[src/rtl/serial_paralelo_rx.sv]
// Serial-to-parallel receiver: shifts in MSB-first bits, aligns on COMMA,
// locks after LOCK_COUNT aligned commas and then emits one byte every 8 clocks.
module serial_paralelo_rx #(
    parameter logic [7:0]  COMMA      = 8'hBC,
    parameter logic [7:0]  IDLE       = 8'h7C,
    parameter int unsigned LOCK_COUNT = 4
) (
    input  logic       clk_32f,
    input  logic       reset_L,
    input  logic       data_in,
    output logic [7:0] data_out,
    output logic       valid_out,
    output logic       byte_strobe,
    output logic       active
);

    localparam int unsigned BYTE_W = 8;
    localparam int unsigned BIT_W  = 3;
    localparam int unsigned CNT_W  = 4;
    localparam logic [CNT_W-1:0] LOCK_CNT = CNT_W'(LOCK_COUNT);

    typedef enum logic [1:0] {
        SEARCH = 2'd0,
        ALIGN  = 2'd1,
        LOCKED = 2'd2
    } state_e;

    state_e              state_q, state_d;
    logic [BYTE_W-1:0]   sr_q, sr_d;
    logic [BIT_W-1:0]    bit_cnt_q, bit_cnt_d;
    logic [CNT_W-1:0]    comma_cnt_q, comma_cnt_d;
    logic [BYTE_W-1:0]   data_q, data_d;
    logic                valid_q, valid_d;
    logic                strobe_q, strobe_d;
    logic                active_q, active_d;

    logic [BYTE_W-1:0]   nxt_c;
    logic                boundary_c;
    logic [CNT_W-1:0]    comma_inc_c;

    always_ff @(posedge clk_32f or negedge reset_L) begin
        if (!reset_L) begin
            state_q     <= SEARCH;
            sr_q        <= '0;
            bit_cnt_q   <= '0;
            comma_cnt_q <= '0;
            data_q      <= '0;
            valid_q     <= 1'b0;
            strobe_q    <= 1'b0;
            active_q    <= 1'b0;
        end else begin
            state_q     <= state_d;
            sr_q        <= sr_d;
            bit_cnt_q   <= bit_cnt_d;
            comma_cnt_q <= comma_cnt_d;
            data_q      <= data_d;
            valid_q     <= valid_d;
            strobe_q    <= strobe_d;
            active_q    <= active_d;
        end
    end

    // Next-state: candidate byte includes the bit being sampled this cycle.
    always_comb begin
        nxt_c       = {sr_q[BYTE_W-2:0], data_in};
        boundary_c  = (bit_cnt_q == 3'd7);
        comma_inc_c = comma_cnt_q + 4'd1;

        state_d     = state_q;
        sr_d        = nxt_c;
        bit_cnt_d   = bit_cnt_q + 3'd1;
        comma_cnt_d = comma_cnt_q;
        data_d      = data_q;
        valid_d     = valid_q;
        strobe_d    = 1'b0;
        active_d    = active_q;

        case (state_q)
            SEARCH: begin
                bit_cnt_d = bit_cnt_q;
                if (nxt_c == COMMA) begin
                    state_d     = ALIGN;
                    bit_cnt_d   = '0;
                    comma_cnt_d = 4'd1;
                end
            end
            ALIGN: begin
                if (boundary_c) begin
                    if (nxt_c == COMMA) begin
                        comma_cnt_d = comma_inc_c;
                        if (comma_inc_c == LOCK_CNT) begin
                            state_d  = LOCKED;
                            active_d = 1'b1;
                        end
                    end else begin
                        state_d     = SEARCH;
                        comma_cnt_d = '0;
                    end
                end
            end
            LOCKED: begin
                if (boundary_c) begin
                    data_d   = nxt_c;
                    strobe_d = 1'b1;
                    valid_d  = (nxt_c != COMMA) && (nxt_c != IDLE);
                end
            end
            default: state_d = SEARCH;
        endcase
    end

    assign data_out    = data_q;
    assign valid_out   = valid_q;
    assign byte_strobe = strobe_q;
    assign active      = active_q;

endmodule

[config.mk]
export PLATFORM = sky130hd
export DESIGN_NAME = serial_paralelo_rx
export DESIGN_NICKNAME = d
export VERILOG_FILES = /design/src/rtl/serial_paralelo_rx.sv
export SDC_FILE = /design/constraint.sdc
export NUM_CORES = 1
export LEC_CHECK = 0
export BUFFER_PORTS_ARGS = -buffer_cell sky130_fd_sc_hd__buf_4
export CAP_MARGIN = 10
export CORE_MARGIN = 2
export CORE_UTILIZATION = 40
export CTS_CLUSTER_SIZE = 16
export DETAILED_ROUTE_END_ITERATION = 8
export PLACE_DENSITY_LB_ADDON = 0.25
export SLEW_MARGIN = 20
export SYNTH_ARGS = -nofsm -noshare
export SYNTH_HDL_FRONTEND = slang
export SYNTH_SLANG_ARGS = --single-unit
[constraint.sdc]
create_clock -name clk_32f -period 4.2 [get_ports clk_32f]
set_input_delay 0.21 -clock clk_32f [delete_from_list [all_inputs] [get_ports clk_32f]]
set_output_delay 0.21 -clock clk_32f [all_outputs]
set_load 0.03 [all_outputs]
### After elaboration in Yosys (flattened, before gate mapping)

Index checks and enable logic that the tools add are counted.

* $add $sub $neg: 2
* eq/ne operators: 10
* mux-type cells: 13
* bitwise operators: 1
* reductions and logical operators: 7

Operators by type and width (number)
* two-way mux 4 bit: 3
* == test 8 bit (second input constant): 1
* two-way mux 2 bit: 4
* != test 8 x 7 -> 1 bit (second input constant): 1
* != test 8 bit (second input constant): 1
* one-hot mux 4 bit (2 select lines): 1
* AND reduction 4 bit: 2
* two-way mux 3 bit: 2
* one-hot mux 2 bit (3 select lines): 1
* adder 4 x 1 -> 4 bit (second input constant): 1
* == test 4 x 3 -> 1 bit (second input constant): 1
* != test 2 bit (second input constant): 2
* adder 3 x 1 -> 3 bit (second input constant): 1
* == test 3 bit (second input constant): 1
* != test 3 bit (second input constant): 1
* AND reduction 3 bit: 1
* == test 2 x 1 -> 1 bit (second input constant): 1
* == test 2 bit (second input constant): 1
* logical NOT 2 bit: 1
* two-way mux 1 bit: 2
* AND reduction 2 bit: 1
* nonzero test 2 bit: 1
* logical AND 1 bit: 1
* inverter 1 bit: 1

* register bits: 27
* input bits: 3

### Longest topological paths before layout

Gate-level depths: netlist of run 1.

* word-level depth: 6
* gate-level depth with buffers: 7

### Worst setup path after synthesis of run 1

Ideal clock, no wire load.

* kind: register -> register
* start point: register bit_cnt_q[0]
* end point: register data_q[0], in the netlist data_out[0]
* library setup time: 0.125 ns
* arrival time: 1.408 ns
* required time: 4.075 ns
* slack: 2.667 ns
* stages on the path, launching flop included: 6
* path buffers: 1
* cells stage by stage: dfrtp_1 ha_1 ha_1 clkbuf_2 nand3b_2 mux2_2

* longest elaborated chain between the ends: 2

RTL lines
* start: declaration: line 30 `logic [BIT_W-1:0] bit_cnt_q, bit_cnt_d;`
* start signal: assignment: line 54 `bit_cnt_q <= bit_cnt_d;`
* == test 3 bit: line 66 `boundary_c = (bit_cnt_q == 3'd7);`
* AND reduction 2 bit (no source line)
* end signal: assignment: line 56 `data_q <= data_d;`
* end: declaration: line 32 `logic [BYTE_W-1:0] data_q, data_d;`

Every way passes these cells.
A chain may end at the register's enable or synchronous reset.

### Worst setup path in the final report of run 1

* start point: register bit_cnt_q[0]
* end point: register data_q[3], in the netlist data_out[3]

The elaborated chain is that of the path after synthesis.

==> results.py, run 1 <==
metrics = {
    "layout": {
        "nFillCells": 271,
        "diodes": 0,
        "regArea_um2": 676,
        "finish.utilization": 0.487,
        "nets": 123,
        "multi_input_area_um2": 503,
        "drive_gt1_frac": 0.270,
        "syn2layout_area_growth_pct": 13.5,
    },
    "cts": {
        "htree_levels": 1,
        "clock_path_buffers": 2,
        "clk_latency_ns": 0.33,
        "clockRootBuffer": "clkbuf_4",
        "postCtsSetupBuffers": 0,
        "cts-buffers-inserted": 3,
        "cts_tree": "built",
        "clock_sinks": 27,
        "worst_setup_hold_path_clk_slew_ns": 0.16,
    },
    "synth": {
        "syn_area_mm2": 0.00120,
        "yosys_warnings": 0,
        "ys_types": 32,
        "syn_inst": 100,
        "ys_ff_latch": 27,
        "synth_seq_area_share": 0.561,
        "syn_area_per_cell_um2": 12.0,
        "synth_fp_nets": 107,
    },
    "setup_path": {
        "startpoint": "bit_cnt_q[0]$_DFFE_PN0N_",
        "cp-start-kind": "flip-flop",
        "critical_path.endpoint_type": "flip-flop",
        "worstPathRequired_ns": 4.42,
        "worst_path_most_repeated_cell": "ha_1",
        "slowest_stage": "dfrtp_1",
        "r2r-end": "data_out[3]$_DFFE_PN0P_",
        "worstPathArrival_ns": 1.86,
        "cp_max_fo": 9,
        "crit_buf_inv": 0,
        "critPathMaxStageDelay_ns": 0.43,
        "regToRegSetupSlack_ns": 2.56,
        "path_delay_family": "adder cells",
        "cp_cell_sequence": "ha_1 > ha_1 > nand3b_2 > mux2_2",
        "worst_r2r_startpoint": "bit_cnt_q[0]$_DFFE_PN0N_",
        "rr_worst_depth": 4,
        "worstSetupPathType": "reg -> reg",
    },
    "sta": {
        "drv_slew": 0,
        "setup_viol": 0,
        "min_period_ns": 1.64,
        "finalHoldViolCount": 0,
        "worst_pin_slew_ns": 0.528,
        "rsz0062_at_grt": "false",
        "tns_ns": 0,
        "fmax_mhz": 611,
        "fin_crit_sh": 0.390,
        "skew_ns": 0.0116,
        "relSlewSlack": 0.646,
        "layout_setup_ws_ns": 2.56,
    },
    "placement": {
        "dp_hpwl_um": 1470,
        "gp_congestion": 0.836,
        "post-place-ws_ns": 2.56,
        "io_buffers": 13,
    },
    "floorplanning": {
        "num_rows": 19,
        "dieWidth_um": 58.9,
        "ios": 14,
        "die_h_um": 58.9,
        "dieArea_mm2": 0.00346,
        "initial_utilization": 0.429,
        "core_area_mm2": 0.00281,
    },
    "route": {
        "drtPass1Iterations": 4,
        "vias_per_cell": 5.58,
        "ant_nets": 0,
        "wire_per_inst_um": 14.5,
        "drcViolationCount": 0,
        "drt_wl_total_um": 2110,
        "dr.first_iter.drc_count": 5,
        "vias": 814,
    },
    "status": {
        "status": "complete, no violations",
    },
    "grt": {
        "grtUsageTotal": 0.140,
        "grt_pass1_wl_um": 3690,
        "grt_max_degree": 28,
        "grt_pass1_vias": 797,
        "antenna_found_initial": 0,
        "grt_overflow_total": 0,
    },
    "min_path": {
        "hold_path_depth": 1,
        "hp-start": "data_in",
        "hold_path.class": "in -> reg",
        "holdPathEnd": "sr_q[0]$_DFF_PN0_",
    },
    "power": {
        "powerDensity_mw_per_mm2": 305,
        "power_leakage_nw": 0.592,
        "ir_drop_mv": 0.239,
    },
    "job": {
        "cap_violations": 0,
    },
}
-- placed cells by master, fill, tap and decap left out, drive strengths merged --
master       count
nand4b           1
nor2b            2
mux2             8
nand2            9
clkinvlp         1
o221ai           1
nor2             2
nand3b           3
a31oi            1
a31o             1
clkbuf           3
nor4             1
dlygate4sd3      1
nor3b            2
a22oi            2
or2              1
nor4bb           2
or4              1
xor2             2
o21bai           1
nand2b           3
nand3            5
nand4            3
inv              3
nor3             2
a21oi            1
buf             13
dfrtp           27
o22ai            1
ha               4
o21ai            8
-- per-layer routing --
metal	global-route usage	vias up	share of wire
met5	0	-	0
met4	0.0487	0	0.0061
met3	0.0264	2	0.031
met2	0.219	14	0.49
met1	0.195	407	0.47
li1	-	391	-
-- cells by family (layout without fill, tap and decap cells) --
| group | count (synthesis) | after routing | share of synthesized area |
|---|---|---|---|
| AO/OA/AOI/OAI | 16 | 16 | 0.0863 |
| buffers and inverters | 6 | 21 | 0.0208 |
| XOR/XNOR | 2 | 2 | 0.0146 |
| multiplexers | 8 | 8 | 0.0748 |
| adder cells (fa/ha/maj) | 4 | 4 | 0.0416 |
| AND/OR/NAND/NOR | 37 | 37 | 0.201 |
| flip-flops | 27 | 27 | 0.561 |
-- how the worst max path moves through the flow --
stage,to,cells past startpoint,slack [ns]
after CTS,data_out[3]$_DFFE_PN0P_,4,2.55
after global routing,data_out[3]$_DFFE_PN0P_,4,2.48
after global placement,data_out[2]$_DFFE_PN0P_,4,2.62
after detailed placement,data_out[5]$_DFFE_PN0P_,4,2.56
after floorplan,data_out[0]$_DFFE_PN0P_,5,2.67
final,data_out[3]$_DFFE_PN0P_,4,2.56
-- report_power, final --
| part | switching [mW] | internal, mW | leakage, nW | total, mW |
|---|---|---|---|---|
| logic | 0.0176 | 0.0107 | 0.271 | 0.0283 |
| clock network | 0.0790 | 0.0364 | 0.0139 | 0.115 |
| registers | 0.00616 | 0.267 | 0.307 | 0.274 |
-- cells in the mapped netlist --
master,n,area [µm²]
xor2_1,2,17.5
dfrtp_1,27,676
nand3b_1,2,15.0
o22ai_1,1,6.26
nor3b_1,2,15.0
nor3_1,2,10.0
nand3_1,5,25.0
inv_1,3,11.3
nor4_4,1,21.3
nand2b_1,3,18.8
or4_4,1,11.3
o221ai_2,1,15.0
or2_1,1,6.26
nand3b_2,1,11.3
nor4bb_1,2,20.0
nor2b_1,2,12.5
mux2_2,8,90.1
o21bai_1,1,7.51
nand4b_1,1,8.76
buf_2,1,5.00
clkbuf_2,1,5.00
a21oi_1,1,5.00
a31oi_1,1,6.26
a22oi_1,2,15.0
o21ai_0,8,40.0
clkbuf_1,1,3.75
ha_1,4,50.1
nor2_1,2,7.51
a31o_2,1,8.76
nand2_1,9,33.8
nand4_1,2,12.5
nand4_2,1,12.5
-- final cells by class --
cell class	instances	share of cell area
clock buffer	3	0.0165
clock inverter	1	0.00549
inverter	3	0.00824
multi-input combinational	67	0.368
sequential	27	0.495
tap	31	0.0284
timing repair buffer	14	0.0788
-- worst reg2reg max path, delay by kind of cell (launching register included) --
family / cells / cell delay [ns]
fa+ha+maj: 2 / 0.49
flops: 1 / 0.43
mux: 1 / 0.37
simple gates: 1 / 0.27
-- repair_timing --
item	CTS	global route
gates resized for setup	0	0
hold buffers	1	0
hold endpoints to repair	27	0
-- per-stage QoR --
step / hold slack [ns] / cell area [µm²] / std cells / total power, mW
4_1_cts: 0.0267 / 1370 / 146 / 0.420
3_3_place_gp: 0.133 / 1330 / 141 / 0.306
6_report: 0.0329 / 1370 / 146 / 0.417
5_1_grt: 0.00586 / 1370 / 146 / 0.436
2_1_floorplan: -0.0856 / 1200 / 100 / 0.291
3_5_place_dp: 0.137 / 1330 / 141 / 0.307
-- flip-flops by register name, summed over array words and instances, names as in the netlist --
name	count
sr_q	7
valid_out	1
byte_strobe	1
state_q	2
active	1
data_out	8
comma_cnt_q	4
bit_cnt_q	3
Note: power is estimated with default switching activity, not from simulation.
==> run 2: changes to the inputs <==
clock period = 1.7 ns   (was 4.2 ns; I/O delays follow)
==> run 2 against run 1 <==
Total power up 140%. Utilization grew 1.0 points. Count of clock-buffer cells in the layout is 1 higher. Via count increased by 3.2%. Largest cell class unchanged.
==> results.py, run 2 (synthesis results as in run 1) <==
metrics = {
    "sta": {
        "skew_ns": 0.00387,
        "min_period_ns": 1.56,
        "worst_pin_slew_ns": 0.419,
        "drv_slew": 0,
        "fin_crit_sh": 0.917,
        "tns_ns": 0,
        "relSlewSlack": 0.720,
        "finalHoldViolCount": 0,
        "hold_ws_ns": 0.188,
        "rsz0062_at_grt": "false",
        "layout_setup_ws_ns": 0.141,
        "fmax_mhz": 641,
        "setup_viol": 0,
    },
    "placement": {
        "dp_hpwl_um": 1490,
        "post_dp_cell_area_mm2": 0.00135,
        "io_buffers": 13,
        "gp_congestion": 0.770,
        "post-place-ws_ns": 0.161,
    },
    "cts": {
        "postCtsSetupBuffers": 0,
        "clk_latency_ns": 0.32,
        "htree_levels": 1,
        "clock_sinks": 27,
        "cts_tree": "built",
        "ctsResizeCount": 0,
        "clock_path_buffers": 2,
        "worst_setup_hold_path_clk_slew_ns": 0.14,
        "cts-buffers-inserted": 3,
        "hold_buffers": 2,
        "clockRootBuffer": "clkbuf_4",
    },
    "grt": {
        "grt_max_degree": 28,
        "grt_pass1_wl_um": 3630,
        "antenna_found_initial": 0,
        "grt_pass1_vias": 815,
        "grt_overflow_total": 0,
        "grtUsageTotal": 0.139,
    },
    "floorplanning": {
        "core_area_mm2": 0.00281,
        "initial_utilization": 0.429,
        "dieWidth_um": 58.9,
        "num_rows": 19,
        "dieArea_mm2": 0.00346,
        "die_h_um": 58.9,
        "ios": 14,
    },
    "min_path": {
        "hold_path.class": "in -> async",
    },
    "status": {
        "status": "complete, no violations",
    },
    "setup_path": {
        "cp_max_fo": 9,
        "worstSetupPathType": "reg -> reg",
        "slowest_stage": "dfrtp_1",
        "crit_buf_inv": 0,
        "worstPathArrival_ns": 1.78,
        "cp-start-kind": "flip-flop",
        "worst_path_most_repeated_cell": "ha_1",
        "regToRegSetupSlack_ns": 0.14,
        "worstPathRequired_ns": 1.92,
        "path_delay_family": "flip-flops",
        "worst_r2r_startpoint": "bit_cnt_q[0]$_DFFE_PN0N_",
        "r2r-end": "data_out[1]$_DFFE_PN0P_",
        "critical_path.endpoint_type": "flip-flop",
        "critPathMaxStageDelay_ns": 0.43,
        "rr_worst_depth": 4,
        "cp_cell_sequence": "ha_1 > ha_1 > nand3b_2 > mux2_2",
    },
    "layout": {
        "finish.utilization": 0.497,
        "final_common_cell": "dfrtp_1",
        "layout_common_cells": "27 x dfrtp_1, 16 x buf_4, 9 x nand2_1",
        "nets": 127,
        "diodes": 0,
        "largest_register_ff_count": 8,
        "drive_gt1_frac": 0.277,
        "nFillCells": 270,
        "syn2layout_area_growth_pct": 15.9,
        "final_area_mm2": 0.00140,
    },
    "route": {
        "ant_nets": 0,
        "drt_wl_total_um": 2130,
        "drcViolationCount": 0,
        "drtPass1Iterations": 4,
        "dr.first_iter.drc_count": 9,
        "wire_per_inst_um": 14.2,
        "vias": 840,
        "vias_per_cell": 5.60,
    },
    "power": {
        "ir_drop_mv": 0.563,
        "power_leakage_nw": 0.614,
        "powerDensity_mw_per_mm2": 730,
    },
    "job": {
        "cap_violations": 0,
    },
}
## run 2: cell count changes in the layout (fill, tap and decap cells not counted), sizes merged
cell and change:
dlygate4sd3 +1, clkinvlp -1, clkbuf +1, buf +3
## run 2: worst max path at each step
stage	from	endpoint	slack [ns]	depth (start not counted)
floorplan	bit_cnt_q[0]$_DFFE_PN0N_	data_out[0]$_DFFE_PN0P_	0.17	5
global placement	bit_cnt_q[0]$_DFFE_PN0N_	data_out[5]$_DFFE_PN0P_	0.22	4
detailed placement	bit_cnt_q[0]$_DFFE_PN0N_	data_out[4]$_DFFE_PN0P_	0.16	4
global route	bit_cnt_q[0]$_DFFE_PN0N_	comma_cnt_q[0]$_DFFE_PN0P_	0.02	7
CTS	bit_cnt_q[0]$_DFFE_PN0N_	data_out[4]$_DFFE_PN0P_	0.14	4
finish	bit_cnt_q[0]$_DFFE_PN0N_	data_out[1]$_DFFE_PN0P_	0.14	4
## run 2: worst reg2reg max path, delay by kind of cell (launching register included)
kind / cells / cell delay [ns]
flip-flops: 1 / 0.43
adder cells (fa/ha/maj): 2 / 0.42
multiplexers: 1 / 0.37
AND/OR/NAND/NOR: 1 / 0.24
## run 2: metal layers
| layer | global-route usage | up-vias | wire (µm) |
|---|---|---|---|
| li1 | - | 400 | - |
| met1 | 0.194 | 416 | 1050 |
| met2 | 0.202 | 17 | 956 |
| met3 | 0.0308 | 7 | 61 |
| met4 | 0.0747 | 0 | 61 |
| met5 | 0 | - | 0 |
## run 2: layout make-up
class	count	area [µm²]	share of cell area
Timing Repair Buffer	18	140	0.100
Clock buffer	4	26.3	0.0188
Tap cell	31	38.8	0.0278
Sequential cell	27	676	0.484
Multi-Input combinational cell	67	503	0.361
Inverter	3	11.3	0.00807
## run 2: stage by stage
stage / power [mW] / cells
finish: 1.02 / 150
global route: 1.06 / 150
CTS: 1.03 / 150
detailed placement: 0.757 / 144
global placement: 0.755 / 144
floorplan: 0.718 / 100
## run 2: power by group
group	total, mW	switching (mW)	internal [mW]	leakage [nW]
Sequential	0.675	0.0143	0.660	0.307
Clock	0.272	0.180	0.0920	0.0150
Combinational	0.0716	0.0436	0.0280	0.292
